[config.mk]
export PLATFORM = sky130hd
export DESIGN_NAME = mcp3_fifo512x025_ctl
export DESIGN_NICKNAME = d
export VERILOG_FILES = /design/src/rtl/mcp3_fifo512x025_ctl.sv
export SDC_FILE = /design/constraint.sdc
export NUM_CORES = 1
export LEC_CHECK = 0
export ABC_AREA = 1
export BUFFER_PORTS_ARGS = -buffer_cell sky130_fd_sc_hd__buf_2
export CORE_MARGIN = 4
export CORE_UTILIZATION = 56
export CTS_CLUSTER_SIZE = 10
export DETAILED_ROUTE_END_ITERATION = 8
export GPL_ROUTABILITY_DRIVEN = 0
export MAX_ROUTING_LAYER = met4
export PLACE_DENSITY = 0.94
export SETUP_SLACK_MARGIN = 0.15
export SLEW_MARGIN = 20
export SYNTH_ARGS = -nofsm -noshare
export SYNTH_HDL_FRONTEND = slang
export SYNTH_SLANG_ARGS = --single-unit
[constraint.sdc]
create_clock -name clk -period 8.8 [get_ports clk]
set_clock_uncertainty 0.2 [all_clocks]
set_input_delay 0.44 -clock clk [delete_from_list [all_inputs] [get_ports clk]]
set_output_delay 0.44 -clock clk [all_outputs]
set_load 0.02 [all_outputs]
[src/rtl/mcp3_fifo512x025_ctl.sv]
// First-word-fall-through FIFO controller for a 512x25 simple dual-port RAM with a 1-cycle read.
// Words always pass through the RAM and then a 2-entry registered output buffer.
module mcp3_fifo512x025_ctl (
  input  logic        clk,
  input  logic        reset,
  input  logic        in_valid,
  output logic        in_ready,
  input  logic [24:0] in_data,
  output logic        out_valid,
  input  logic        out_ready,
  output logic [24:0] out_data,
  output logic        ram_wren,
  output logic [8:0]  ram_wrad,
  output logic [24:0] ram_wdata,
  output logic        ram_rden,
  output logic [8:0]  ram_rdad,
  input  logic [24:0] ram_q,
  output logic [9:0]  count,
  output logic        empty,
  output logic        full
);

  logic [8:0]  r_wrad;
  logic [8:0]  r_rdad;
  logic [9:0]  r_ram_count;
  logic        r_rd_inflight;
  logic [1:0]  r_buf_count;
  logic [24:0] r_buf0;
  logic [24:0] r_buf1;

  logic              w_push;
  logic              w_pop;
  logic signed [2:0] w_occ;
  logic [1:0]        w_slot;
  logic [1:0]        w_buf_count_d;
  logic [24:0]       w_buf0_d;
  logic [24:0]       w_buf1_d;
  logic [9:0]        w_ram_count_d;

  // Gating with reset keeps both RAM ports quiet the moment reset asserts.
  assign in_ready  = (r_ram_count != 10'd512);
  assign w_push    = in_valid & in_ready & ~reset;
  assign w_pop     = out_valid & out_ready;
  assign w_occ     = $signed({1'b0, r_buf_count}) + $signed({2'b00, r_rd_inflight})
                   - $signed({2'b00, w_pop});
  assign ram_rden  = ~reset & (r_ram_count != 10'd0) & (w_occ < 3'sd2);

  assign ram_wren  = w_push;
  assign ram_wrad  = r_wrad;
  assign ram_wdata = in_data;
  assign ram_rdad  = r_rdad;

  assign out_valid = (r_buf_count != 2'd0);
  assign out_data  = r_buf0;
  assign count     = r_ram_count + {9'd0, r_rd_inflight} + {8'd0, r_buf_count};
  assign empty     = (count == 10'd0);
  assign full      = ~in_ready;

  always_comb begin
    w_buf0_d      = r_buf0;
    w_buf1_d      = r_buf1;
    w_slot        = r_buf_count - {1'b0, w_pop};
    w_buf_count_d = w_slot + {1'b0, r_rd_inflight};
    w_ram_count_d = r_ram_count + {9'd0, w_push} - {9'd0, ram_rden};
    if (w_pop) begin
      w_buf0_d = r_buf1;
    end
    // The returning read lands in the first free slot after any pop shift.
    if (r_rd_inflight) begin
      if (w_slot == 2'd0) begin
        w_buf0_d = ram_q;
      end else begin
        w_buf1_d = ram_q;
      end
    end
  end

  always_ff @(posedge clk or posedge reset) begin
    if (reset) begin
      r_wrad        <= 9'd0;
      r_rdad        <= 9'd0;
      r_ram_count   <= 10'd0;
      r_rd_inflight <= 1'b0;
      r_buf_count   <= 2'd0;
      r_buf0        <= 25'd0;
      r_buf1        <= 25'd0;
    end else begin
      if (w_push) begin
        r_wrad <= r_wrad + 9'd1;
      end
      if (ram_rden) begin
        r_rdad <= r_rdad + 9'd1;
      end
      r_ram_count   <= w_ram_count_d;
      r_rd_inflight <= ram_rden;
      r_buf_count   <= w_buf_count_d;
      r_buf0        <= w_buf0_d;
      r_buf1        <= w_buf1_d;
    end
  end

  a_no_buf_overflow: assert property (@(posedge clk) disable iff (reset)
    !(r_rd_inflight && (r_buf_count == 2'd2) && !w_pop));

  a_no_collision: assert property (@(posedge clk) disable iff (reset)
    !(ram_wren && ram_rden && (ram_wrad == ram_rdad)));

endmodule
=== Word level (Yosys, flattened, before mapping) ===
Index checks and enable logic that the tools add are counted.

* Bits in latches: 0
* Memories: 0
* Memory bits (read-only): 0
* Word-level logic and storage cells: 35
* Flip-flop bits (word level): 81
* Memory bits (writable): 0

* Bitwise operators: 8
* Eq/ne operators: 1
* Div/mod/pow operators: 0
* Multipliers: 0
* Mux-type cells: 3
* $lt $le $gt $ge: 1
* Shift-type cells: 0
* Reductions and logical operators: 5
* $add $sub $neg: 10

{| class="wikitable"
|+ Operators with widths
! kind !! number
|-
| $mux 25 || 3
|-
| $add 10x1->10 || 2
|-
| $add 9x1->9 const B || 2
|-
| $add 10x2->10 || 1
|-
| $logic_not 10->1 || 1
|-
| $ne 10x10->1 const B || 1
|-
| $reduce_bool 10->1 || 1
|-
| $sub 10x1->10 || 1
|-
| $and 1x1->1 || 5
|-
| $add 2x1->3 || 1
|-
| $lt 3x3->1 const B || 1
|-
| $not 1->1 || 3
|-
| $sub 3x2->3 || 1
|-
| $add 2x1->2 || 1
|-
| $logic_not 2->1 || 1
|-
| $reduce_and 2->1 || 1
|-
| $reduce_bool 2->1 || 1
|-
| $sub 2x1->2 || 1
|}

=== Longest topological paths before layout ===
* Word-level depth: 6
* Mapped depth: 24

=== Least setup slack after synthesis ===
Ideal clock, no wire load.

* Path type: input port to flip-flop
* Start point: in reset
* End point: reg r_ram_count[8]
* Stages: 11
* Setup slack: 4164 ps
* Buffers on the path: 1
* Setup time: 117 ps
* Arrival time: 4320 ps
* Path through: inv_1 nand2_1 nor2_1 clkbuf_1 ha_1 inv_1 fa_1 o21ai_0 nand4_1 nand3_1 nand2_1

* Word-level cells in the longest chain between the ends: 4

{| class="wikitable"
|+ Ends and longest elaborated chain
! what !! RTL line !! RTL
|-
| start: declaration || 5 || <nowiki>input logic reset,</nowiki>
|-
| $not 1->1 || 42 || <nowiki>assign w_push = in_valid & in_ready & ~reset;</nowiki>
|-
| $and 1x1->1 || 42 ||
|-
| via ram_wren || 12 || <nowiki>output logic ram_wren,</nowiki>
|-
| $add 10x1->10 || 64 || <nowiki>w_ram_count_d = r_ram_count + {9'd0, w_push} - {9'd0, ram_rden};</nowiki>
|-
| $sub 10x1->10 || 64 ||
|-
| via w_ram_count_d[8] || 38 || <nowiki>logic [9:0] w_ram_count_d;</nowiki>
|-
| end signal: assignment || 94 || <nowiki>r_ram_count <= w_ram_count_d;</nowiki>
|-
| end: declaration || 25 || <nowiki>logic [9:0] r_ram_count;</nowiki>
|}

The timed path passes the listed nets, and every way through them passes these cells.
A chain may end at the register's enable or synchronous reset.

=== Worst setup path in the final report ===
* Start point: reg r_rd_inflight
* End point: reg r_ram_count[8]

* Word-level cells in the longest chain between the ends: 5

{| class="wikitable"
|+ Ends and longest elaborated chain
! what !! RTL line !! RTL
|-
| start: declaration || 26 || <nowiki>logic r_rd_inflight;</nowiki>
|-
| start signal: assignment || 95 || <nowiki>r_rd_inflight <= ram_rden;</nowiki>
|-
| $add 2x1->3 || 44 || <nowiki>assign w_occ = $signed({1'b0, r_buf_count}) + $signed({2'b00, r_rd_inflight})</nowiki>
|-
| $sub 3x2->3 || 45 || <nowiki>- $signed({2'b00, w_pop});</nowiki>
|-
| $lt 3x3->1 || 46 || <nowiki>assign ram_rden = ~reset & (r_ram_count != 10'd0) & (w_occ < 3'sd2);</nowiki>
|-
| $and 1x1->1 || 46 ||
|-
| $sub 10x1->10 || 64 ||
|-
| via w_ram_count_d[8] || 38 ||
|}

The timed path passes the listed nets, and every way through them passes these cells.

==> impl_metrics.tcl <==
set metrics [dict create \
    top_layer "met4" \
    muxShareOfSynthArea_pct 3.68 \
    max_cap_viol_count 0 \
    synth_cells 549 \
    synthTopCellsByArea "dfrtp_1 44%, nand2_1 13%, ha_1 7.0%, nand3_1 5.5%, buf_4 4.7%" \
    hp-start "ram_q[9]" \
    ys.flop_type "dfrtp_1" \
    synth_nets 633 \
    p_comb_share_pct 56.3 \
    crit_top_cell "nand2_1" \
    area_growth_syn_to_layout_pct 10.3 \
    rr_worst_depth 16 \
    grt_overflow 0 \
    final_antenna_net_count 0 \
    cts-root-buf "clkbuf_8" \
    synth-edff-count 0 \
    wl_met2_um 5230 \
    portBuffers 87 \
    post_drt_wl_per_cell_um 14.1 \
    clkTransAtPathRegs_ns 0.09 \
    syn-cell-area_mm2 0.00462 \
    post_cts_buffers 0 \
    peakVddDrop_uv 230 \
    relSlewSlack_pct 33.4 \
    yosysWarnings 0 \
    power_density_mw_per_mm2 434 \
    hold_viol_final 0 \
    grt_pass1_vias 3726 \
    die_y_um 98.9 \
    p_switching_w 0.00112 \
    synth_compound_area_share_pct 4.87 \
    wl_met1_um 3920 \
    ys_types 28 \
    io_pins 138 \
    fin_hold_ws_ns 0.110 \
    rsz0062_at_grt "false" \
    arrival_ns 5.08 \
    tritoncts "yes" \
    drt_iter0_markers 199 \
    yosysMostFrequentCell "nand2_1" \
    final.setup.tns_ns 0 \
    path_cells "inv_1 -> nor2_1 -> fa_1 -> nand3_1 -> nand2_1 -> nor2_1 -> ha_1 -> inv_1 -> ha_1 -> inv_1 -> fa_1 -> o21ai_0 -> nand4_1 -> nand2_1 -> nand2_1 -> nand2_1" \
    fin_crit_ns 4.98 \
    cts-buffers-inserted 9 \
    path_class "reg2reg" \
    drt-pass1-iter-count 4 \
    cpMaxStageDelayCell "dfrtp_1" \
    start_kind "flip-flop" \
    route.detailed.drc 0 \
    diodes 0 \
    cts.sinks 81 \
    worstSkewPairLatency_ns 0.35 \
    vias 3755 \
    rrSetupSlack_ns 3.82 \
    switching_share_pct 50.4 \
    slew_viol_final 0 \
    synth_common_cells "165 x nand2_1, 81 x dfrtp_1, 58 x inv_1, 51 x nand3_1, 29 x buf_4" \
    yosysTopAreaCellShare_pct 43.8 \
    drt_wl_total_um 10000 \
    setup_viol 0 \
    cp_slowest_stage_delay_ns 0.96 \
    detail_route.vias_per_cell 5.27 \
    cp.required_ns 8.90 \
    fmax_mhz 201 \
    nets 690 \
    grt_start_max_net_pins 67 \
    power.internal_w 0.00110 \
    leakage_nw 2.83 \
    synth_xor_area_share_pct 4.55 \
    crit_fanout 28 \
    clockBufferDepth 2 \
    rows 32 \
    wl_met3_um 591 \
    antenna_found_initial 0 \
    min_to "out_data[9]" \
    grt_pass1_wl_um 16900 \
    regToRegEndpoint "r_ram_count[8]" \
    drive_above_1_share_pct 18.5 \
    seq_area_frac_synth_pct 43.8 \
    status "finished, final reports clean" \
    synth_top_family_by_area "simple AND/OR/NAND/NOR gates" \
    end_kind "flip-flop" \
    die_x_um 98.9 \
    synthAdderAreaFrac_pct 8.77 \
    yosysTopAreaCell "dfrtp_1" \
    yosys.area_share.simple_pct 23.1 \
    ys_async_sr_fraction_pct 100 \
    post_cts_resized 0 \
    start_util_pct 58.6 \
    min_path_type "in2reg" \
    hold_path_depth 3 \
    core_area_mm2 0.00789 \
    p_clk_share_pct 11.6 \
    htreeDepth 3 \
    worst_pin_slew_ns 0.996 \
    ys_ff_latch 81 \
    final.period_utilization_pct 56.6 \
    syn_area_per_cell_um2 8.42 \
    cts_hold_buf 1 \
    hpwl_um 7520 \
    p_seq_share_pct 32.1 \
    rr_startpoint "r_rd_inflight" \
    grt_use_total_pct 21.7 \
    die_area_mm2 0.00978 \
]
## layout by cell type, fill, tap and decap left out, types with 5 or more instances in the layout
| cell type | synthesis | routed |
|---|---|---|
| nand4_1 | 5 | 5 |
| nand3_1 | 51 | 51 |
| ha_1 | 26 | 26 |
| o21ai_0 | 21 | 21 |
| nor2_1 | 17 | 17 |
| dfrtp_1 | 81 | 81 |
| clkbuf_8 | 0 | 10 |
| nor3_1 | 5 | 5 |
| inv_1 | 58 | 57 |
| o21ai_1 | 16 | 16 |
| xor2_1 | 22 | 22 |
| nand2_1 | 165 | 165 |
| buf_2 | 6 | 87 |
| mux2i_1 | 17 | 17 |
## power by group through the flow
stage	sequential (W)	clock [W]	combinational (W)
after floorplan	0.000779	0	0.000862
after global placement	0.000704	0	0.00117
after detailed placement	0.000713	0	0.00124
after CTS	0.000708	0.000261	0.00126
after global routing	0.000737	0.000275	0.00140
final	0.000710	0.000257	0.00125
## cells by family after synthesis
family	after synthesis
AOI/OAI and AO/OA	44
adders and majority gates	30
buffers and inverters	103
xor gates and xnor gates	24
DFF	81
and+or+nand+nor	250
muxes	17
## per-stage QoR
stage / instances / util, % / total power, W / worst slack [ns] / instance area (µm²)
detailed placement: 696 / 62.2 / 0.00196 / 3.89 / 4900
floorplan: 549 / - / 0.00164 / 4.16 / 4620
global placement: 696 / 62.2 / 0.00188 / 4.08 / 4900
CTS: 713 / 64.7 / 0.00222 / 3.84 / 5100
finish: 713 / 64.7 / 0.00221 / 3.82 / 5100
global route: 713 / 64.7 / 0.00241 / 3.33 / 5100
## registers in the layout (all words and copies together), names as in the netlist
| signal | cells |
|---|---|
| r_buf_count | 2 |
| ram_wrad | 9 |
| r_ram_count | 10 |
| r_buf1 | 25 |
| out_data | 25 |
| ram_rdad | 9 |
| r_rd_inflight | 1 |
## layer usage
metal  vias to the layer above  global-route usage, %
li1                       1820                      -
met2                       121                   36.2
met5                         -                      -
met4                         0                   10.8
met1                      1780                   25.1
met3                        34                   4.18
## how the worst max path moves through the flow
stage | from | endpoint | slack (ns)
finish | r_rd_inflight | r_ram_count[8] | 3.82
global route | r_rd_inflight | r_ram_count[8] | 3.33
CTS | r_rd_inflight | r_ram_count[8] | 3.84
detailed placement | r_rd_inflight | r_ram_count[8] | 3.89
global placement | r_rd_inflight | r_ram_count[8] | 4.08
floorplan | reset | r_ram_count[8] | 4.16
## critical path: cells and delay by family, from the launching register on
family,cells,cell delay [ns]
compound gates,1,0.38
fa+ha+maj,4,1.34
flops,1,0.96
buf+inv,3,0.56
simple gates,8,1.46
## cell type report
class,count,area (µm²)
inverters,60,226
clock buffers,10,138
clock inverters,6,48.8
repair buffers,89,453
fillers,610,2790
multi-input cells,365,2080
flip-flops and latches,81,2030
well taps,102,128
No activity file was read; power rests on OpenSTA's default activity.
